$ cat config.mk
export PLATFORM = sky130hd
export DESIGN_NAME = reg_bank
export DESIGN_NICKNAME = d
export VERILOG_FILES = /design/src/rtl/cpu_pkg.sv /design/src/rtl/reg_bank_alu.sv /design/src/rtl/reg_bank.sv
export SDC_FILE = /design/constraint.sdc
export NUM_CORES = 1
export LEC_CHECK = 0
export CORE_MARGIN = 8
export CORE_UTILIZATION = 43
export DETAILED_ROUTE_END_ITERATION = 8
export GPL_TIMING_DRIVEN = 0
export PLACE_DENSITY = 0.7
export SLEW_MARGIN = 10
export SYNTH_ARGS = -nofsm -noshare
export SYNTH_HDL_FRONTEND = slang
export SYNTH_SLANG_ARGS = --single-unit
$ cat constraint.sdc
create_clock -name clk -period 3.75 [get_ports clk]
set_input_delay 0.75 -clock clk [delete_from_list [all_inputs] [get_ports clk]]
set_output_delay 0.75 -clock clk [all_outputs]
set_load 0.01 [all_outputs]
$ cat src/rtl/cpu_pkg.sv
// cpu_pkg: op codes shared by the register bank ALU and the control decoder
package cpu_pkg;
  localparam logic [2:0] OP_NOP  = 3'b000;
  localparam logic [2:0] OP_LOAD = 3'b001;
  localparam logic [2:0] OP_INC  = 3'b010;
  localparam logic [2:0] OP_DEC  = 3'b011;
  localparam logic [2:0] OP_SHL  = 3'b100;
  localparam logic [2:0] OP_SHR  = 3'b101;
  localparam logic [2:0] OP_CLR  = 3'b110;
endpackage

$ cat src/rtl/reg_bank_alu.sv
// reg_bank_alu: combinational op unit (old, data, op -> result, carry, zero, flags_update)
module reg_bank_alu
  import cpu_pkg::*;
#(
  parameter int WIDTH = 8
) (
  input  logic [WIDTH-1:0] old,
  input  logic [WIDTH-1:0] data,
  input  logic [2:0]       op,
  output logic [WIDTH-1:0] result,
  output logic             carry,
  output logic             zero,
  output logic             flags_update
);
  logic [WIDTH:0] ext, res;
  always_comb begin
    ext = {1'b0, old};
    res = ext;
    flags_update = 1'b1;
    case (op)
      OP_LOAD: res = {1'b0, data};
      OP_INC:  res = ext + (WIDTH+1)'(1);
      OP_DEC:  res = ext - (WIDTH+1)'(1);
      OP_SHL:  res = ext << 1;
      // shifted-out lsb is parked in the carry bit
      OP_SHR:  res = {old[0], 1'b0, old[WIDTH-1:1]};
      OP_CLR:  res = '0;
      default: flags_update = 1'b0;
    endcase
    result = res[WIDTH-1:0];
    carry = res[WIDTH];
    zero = result == '0;
  end
endmodule

$ cat src/rtl/reg_bank.sv
// reg_bank: DEPTH x WIDTH register bank (clk, rst, data, wrAddr, op, rdAddr, outputEnable -> dataOut, outValid, zeroFlag, carryFlag)
module reg_bank
  import cpu_pkg::*;
#(
  parameter int WIDTH  = 8,
  parameter int DEPTH  = 4,
  parameter int ADDR_W = $clog2(DEPTH)
) (
  input  logic              clk,
  input  logic              rst,
  input  logic [WIDTH-1:0]  data,
  input  logic [ADDR_W-1:0] wrAddr,
  input  logic [2:0]        op,
  input  logic [ADDR_W-1:0] rdAddr,
  input  logic              outputEnable,
  output logic [WIDTH-1:0]  dataOut,
  output logic              outValid,
  output logic              zeroFlag,
  output logic              carryFlag
);
  logic [WIDTH-1:0] regs [DEPTH];
  logic [WIDTH-1:0] old_val, new_val, rd_val;
  logic wr_ok, rd_ok, carry, zero, upd;
  always_comb begin
    wr_ok = 32'(wrAddr) < DEPTH;
    rd_ok = 32'(rdAddr) < DEPTH;
    old_val = wr_ok ? regs[wrAddr] : '0;
    rd_val = rd_ok ? regs[rdAddr] : '0;
  end
  reg_bank_alu #(.WIDTH(WIDTH)) u_alu (
    .old(old_val),
    .data(data),
    .op(op),
    .result(new_val),
    .carry(carry),
    .zero(zero),
    .flags_update(upd)
  );
  always_ff @(posedge clk) begin
    if (rst) begin
      for (int i = 0; i < DEPTH; i++) regs[i] <= '0;
      dataOut <= '0;
      outValid <= 1'b0;
      zeroFlag <= 1'b0;
      carryFlag <= 1'b0;
    end else begin
      if (wr_ok && upd) begin
        regs[wrAddr] <= new_val;
        zeroFlag <= zero;
        carryFlag <= carry;
      end
      if (outputEnable) dataOut <= rd_val;
      outValid <= outputEnable;
    end
  end
endmodule
==> out/results.txt <==
crit end category: flip-flop
Tot GR Track Use: 15.18%
ANT cells: 0
final worst path period share: 96.70%
Setup Viol. Count Final: 0
crit-path cells: clkdlybuf4s50_1 -> clkbuf_4 -> mux4_2 -> ha_1 -> a21o_1 -> o32ai_1 -> a31oi_1 -> xnor2_1 -> nand2_1 -> a21oi_1 -> nor2_1
cell area power density: 357.2 mW/mm²
Clock Pin Slew Worst Setup and Hold Paths: 0.08 ns
Critical Path AT: 3.66 ns
delay-heaviest family, CP: buffers and inverters
Post-synth top flop: edfxtp_1
Yosys cell types: 56
routability cong.: 0.8581
Syn Nets: 276
RSZ-0062 raised after global routing: false
Yosys top cell by area: edfxtp_1
Leak: 1.180 nW
Worst setup endpoint: regs[1][5]$_SDFFCE_PN0P_
most frequent cells after synthesis: 48 x nor2_1, 32 x edfxtp_1, 19 x nand2_1
crit path time final: 3.626 ns
Die Y-Extent: 95.23 µm
Met2 Wirelength: 3179 µm
TNS Setup: 0 ns
Non-Filler Instances: 360
Final Hold Viols: 0
peak supply drop: 0.0002255 V
drt first pass iters: 4
# rows: 29
Mapped Area: 0.002699 mm²
post-synth top area share: 35.61%
Setup CP Type: primary input to flip-flop
initial antenna violation count: 0
Seq/Total Area, Yosys: 43.76%
worst-margin pin slew: 0.7169 ns
status: finished, final reports clean
clk sink count: 43
largest net degree at the start of global routing: 13
final wirelength: 6580 µm
Buffers on Ports: 23
leading post-synthesis cells by cell area: edfxtp_1 36%, mux4_2 13%, dfxtp_1 8.2%, nor2_1 6.7%, mux2i_1 3.7%
Bufs on Longest Clock Path: 2
Cells after Synth: 251
Required @ worst endpoint: 3.78 ns
GRT Residual Overflow: 0
Hold Crit Class: flip-flop to flip-flop
Slowest Stage Delay on Critical Path: 0.60 ns
first-pass GRT wire length: 10630 µm
Post-synth ARST share: 0%
Starting Density: 43.50%
Worst-Skew Late Latency: 0.29 ns
Die ar.: 0.009068 mm²
Worst R2R Start: regs[1][3]$_SDFFCE_PN0P_
instance area at placement: 0.003025 mm²
slack of the worst reg-to-reg path: 0.77 ns
Pwr Total: 0.001117 W
layout cell share with drive strength beyond 1: 12.72%
most common cell in the netlist: nor2_1
Levels on crit path: 11
post-synthesis area per instance: 10.75 µm²
Post-synth EDFFs: 32
post-synthesis sequential element count: 43
Layout Skew: 0.006369 ns
Register-to-Register Path Depth: 7
Starting DRT DRC Count: 207
vias per cell: 5.833
post-route cell area: 0.003127 mm²
Post-Place Cells: 351
core box area: 0.006205 mm²
P&R area growth vs syn: 15.86%
post-route ant nets: 0
Slowest cell on crit path: clkdlybuf4s50_1
met1 wire length: 2867 µm
H-tree depth: 2
vias in the first global route: 2062
Worst Path Buf+Inv: 2
TritonCTS clock tree: yes
I/O pin count: 29
DR WL/cell: 18.28 µm
NumNets Final: 307
Pins Over Slew Limit: 0
DRC: 0
routed wl met3: 472 µm
TritonCTS Buffers: 5
crit path from: wrAddr[1]
Critical Path Start Type: primary input
RR Endpoint: regs[1][6]$_SDFFCE_PN0P_
synth warn: 0
highest routed layer: met4
Rel. slew slack: 52.20%
Critical Path Fanout Max: 10
post-DP HPWL: 4984 µm
fmax: 0.2758 GHz
max_cap viols: 0
Root Buffer: clkbuf_8
Die X: 95.23 µm
DR vias: 2100
==> logic make-up (layout without fill, tap and decap cells) <==
group | Yosys count | in the layout | share of synthesized area (%)
adder cells (fa/ha/maj) | 8 | 8 | 3.662
AND/OR/NAND/NOR | 102 | 102 | 17.76
buffers and inverters | 21 | 53 | 3.523
AO/OA/AOI/OAI | 44 | 44 | 11.73
flip-flops | 43 | 43 | 43.76
multiplexers | 27 | 27 | 17.62
XOR/XNOR | 6 | 6 | 1.948
==> state kept, by name, indices dropped and copies added (netlist names) <==
register	flops
outValid	1
carryFlag	1
regs	32
zeroFlag	1
dataOut	8
==> power by group <==
part | total, W | switching, W | internal [W]
Sequential | 0.000563 | 0.0000158 | 0.000547
Combinational | 0.000278 | 0.000154 | 0.000124
Clock | 0.000277 | 0.000149 | 0.000127
==> worst min path at each step <==
| stage | from | endpoint | cells after the start |
|---|---|---|---|
| floorplan | zeroFlag$_SDFFE_PP0P_ | zeroFlag$_SDFFE_PP0P_ | 2 |
| global placement | dataOut[4]$_SDFFE_PP0P_ | dataOut[4]$_SDFFE_PP0P_ | 2 |
| detailed placement | dataOut[1]$_SDFFE_PP0P_ | dataOut[1]$_SDFFE_PP0P_ | 2 |
| CTS | dataOut[6]$_SDFFE_PP0P_ | dataOut[6]$_SDFFE_PP0P_ | 2 |
| global route | dataOut[4]$_SDFFE_PP0P_ | dataOut[4]$_SDFFE_PP0P_ | 2 |
| finish | dataOut[6]$_SDFFE_PP0P_ | dataOut[6]$_SDFFE_PP0P_ | 2 |
==> final cells by class <==
type                    count  area (µm²)
multi-input cells         187        1433
clock buffers               6       72.57
well taps                  77       96.34
plain buffers              17       83.83
repair buffers             24       237.7
clock inverters             2       7.507
flip-flops and latches     43        1181
fillers                   560        3078
inverters                   4       15.01
==> layout by cell type (no fill, tap or decap), drive strengths merged, types with 2 or more instances in the layout <==
| master | n |
|---|---|
| o21a | 2 |
| and2 | 4 |
| nand2b | 5 |
| nand2 | 19 |
| buf | 5 |
| a21oi | 11 |
| xnor2 | 3 |
| clkinv | 2 |
| nand3 | 6 |
| mux4 | 16 |
| nor3 | 3 |
| or3 | 3 |
| dfxtp | 11 |
| a31oi | 6 |
| mux2i | 10 |
| clkdlybuf4s50 | 23 |
| inv | 4 |
| o21ai | 6 |
| nor2 | 48 |
| a21o | 2 |
| edfxtp | 32 |
| xor2 | 3 |
| clkbuf | 19 |
| nor2b | 4 |
| nor4 | 2 |
| ha | 7 |
==> worst register-to-register path, cell delays in order (launching register included) <==
cell and delay [ns]:
edfxtp_1 0.38, mux4_1 0.65, ha_1 0.40, and4b_1 0.23, and4_1 0.21, o41a_1 0.46, o31a_1 0.32, a21oi_1 0.18
==> timing repair <==
action,in CTS,in global routing
setup endpoints to repair,11,10
hold buffers,0,0
resized for setup,1,4
pin swaps,0,1
buffers inserted,0,1
==> per-stage QoR <==
step           util [%]  setup slack, ns  hold slack, ns
3_3_place_gp      48.76          -0.3682          0.4716
3_5_place_dp      48.76          -0.4176          0.4867
5_1_grt           50.39          0.01661          0.5426
4_1_cts           50.07          0.07472          0.5094
6_report          50.39           0.1238          0.5046
2_1_floorplan         -           0.4704          0.5206
==> metal layers <==
| layer | vias up | global-route usage [%] |
|---|---|---|
| met5 | - | 0 |
| met4 | 0 | 4.291 |
| met3 | 5 | 1.811 |
| met2 | 82 | 26.12 |
| met1 | 1014 | 19.55 |
| li1 | 999 | - |
No activity file was read; power rests on OpenSTA's default activity.
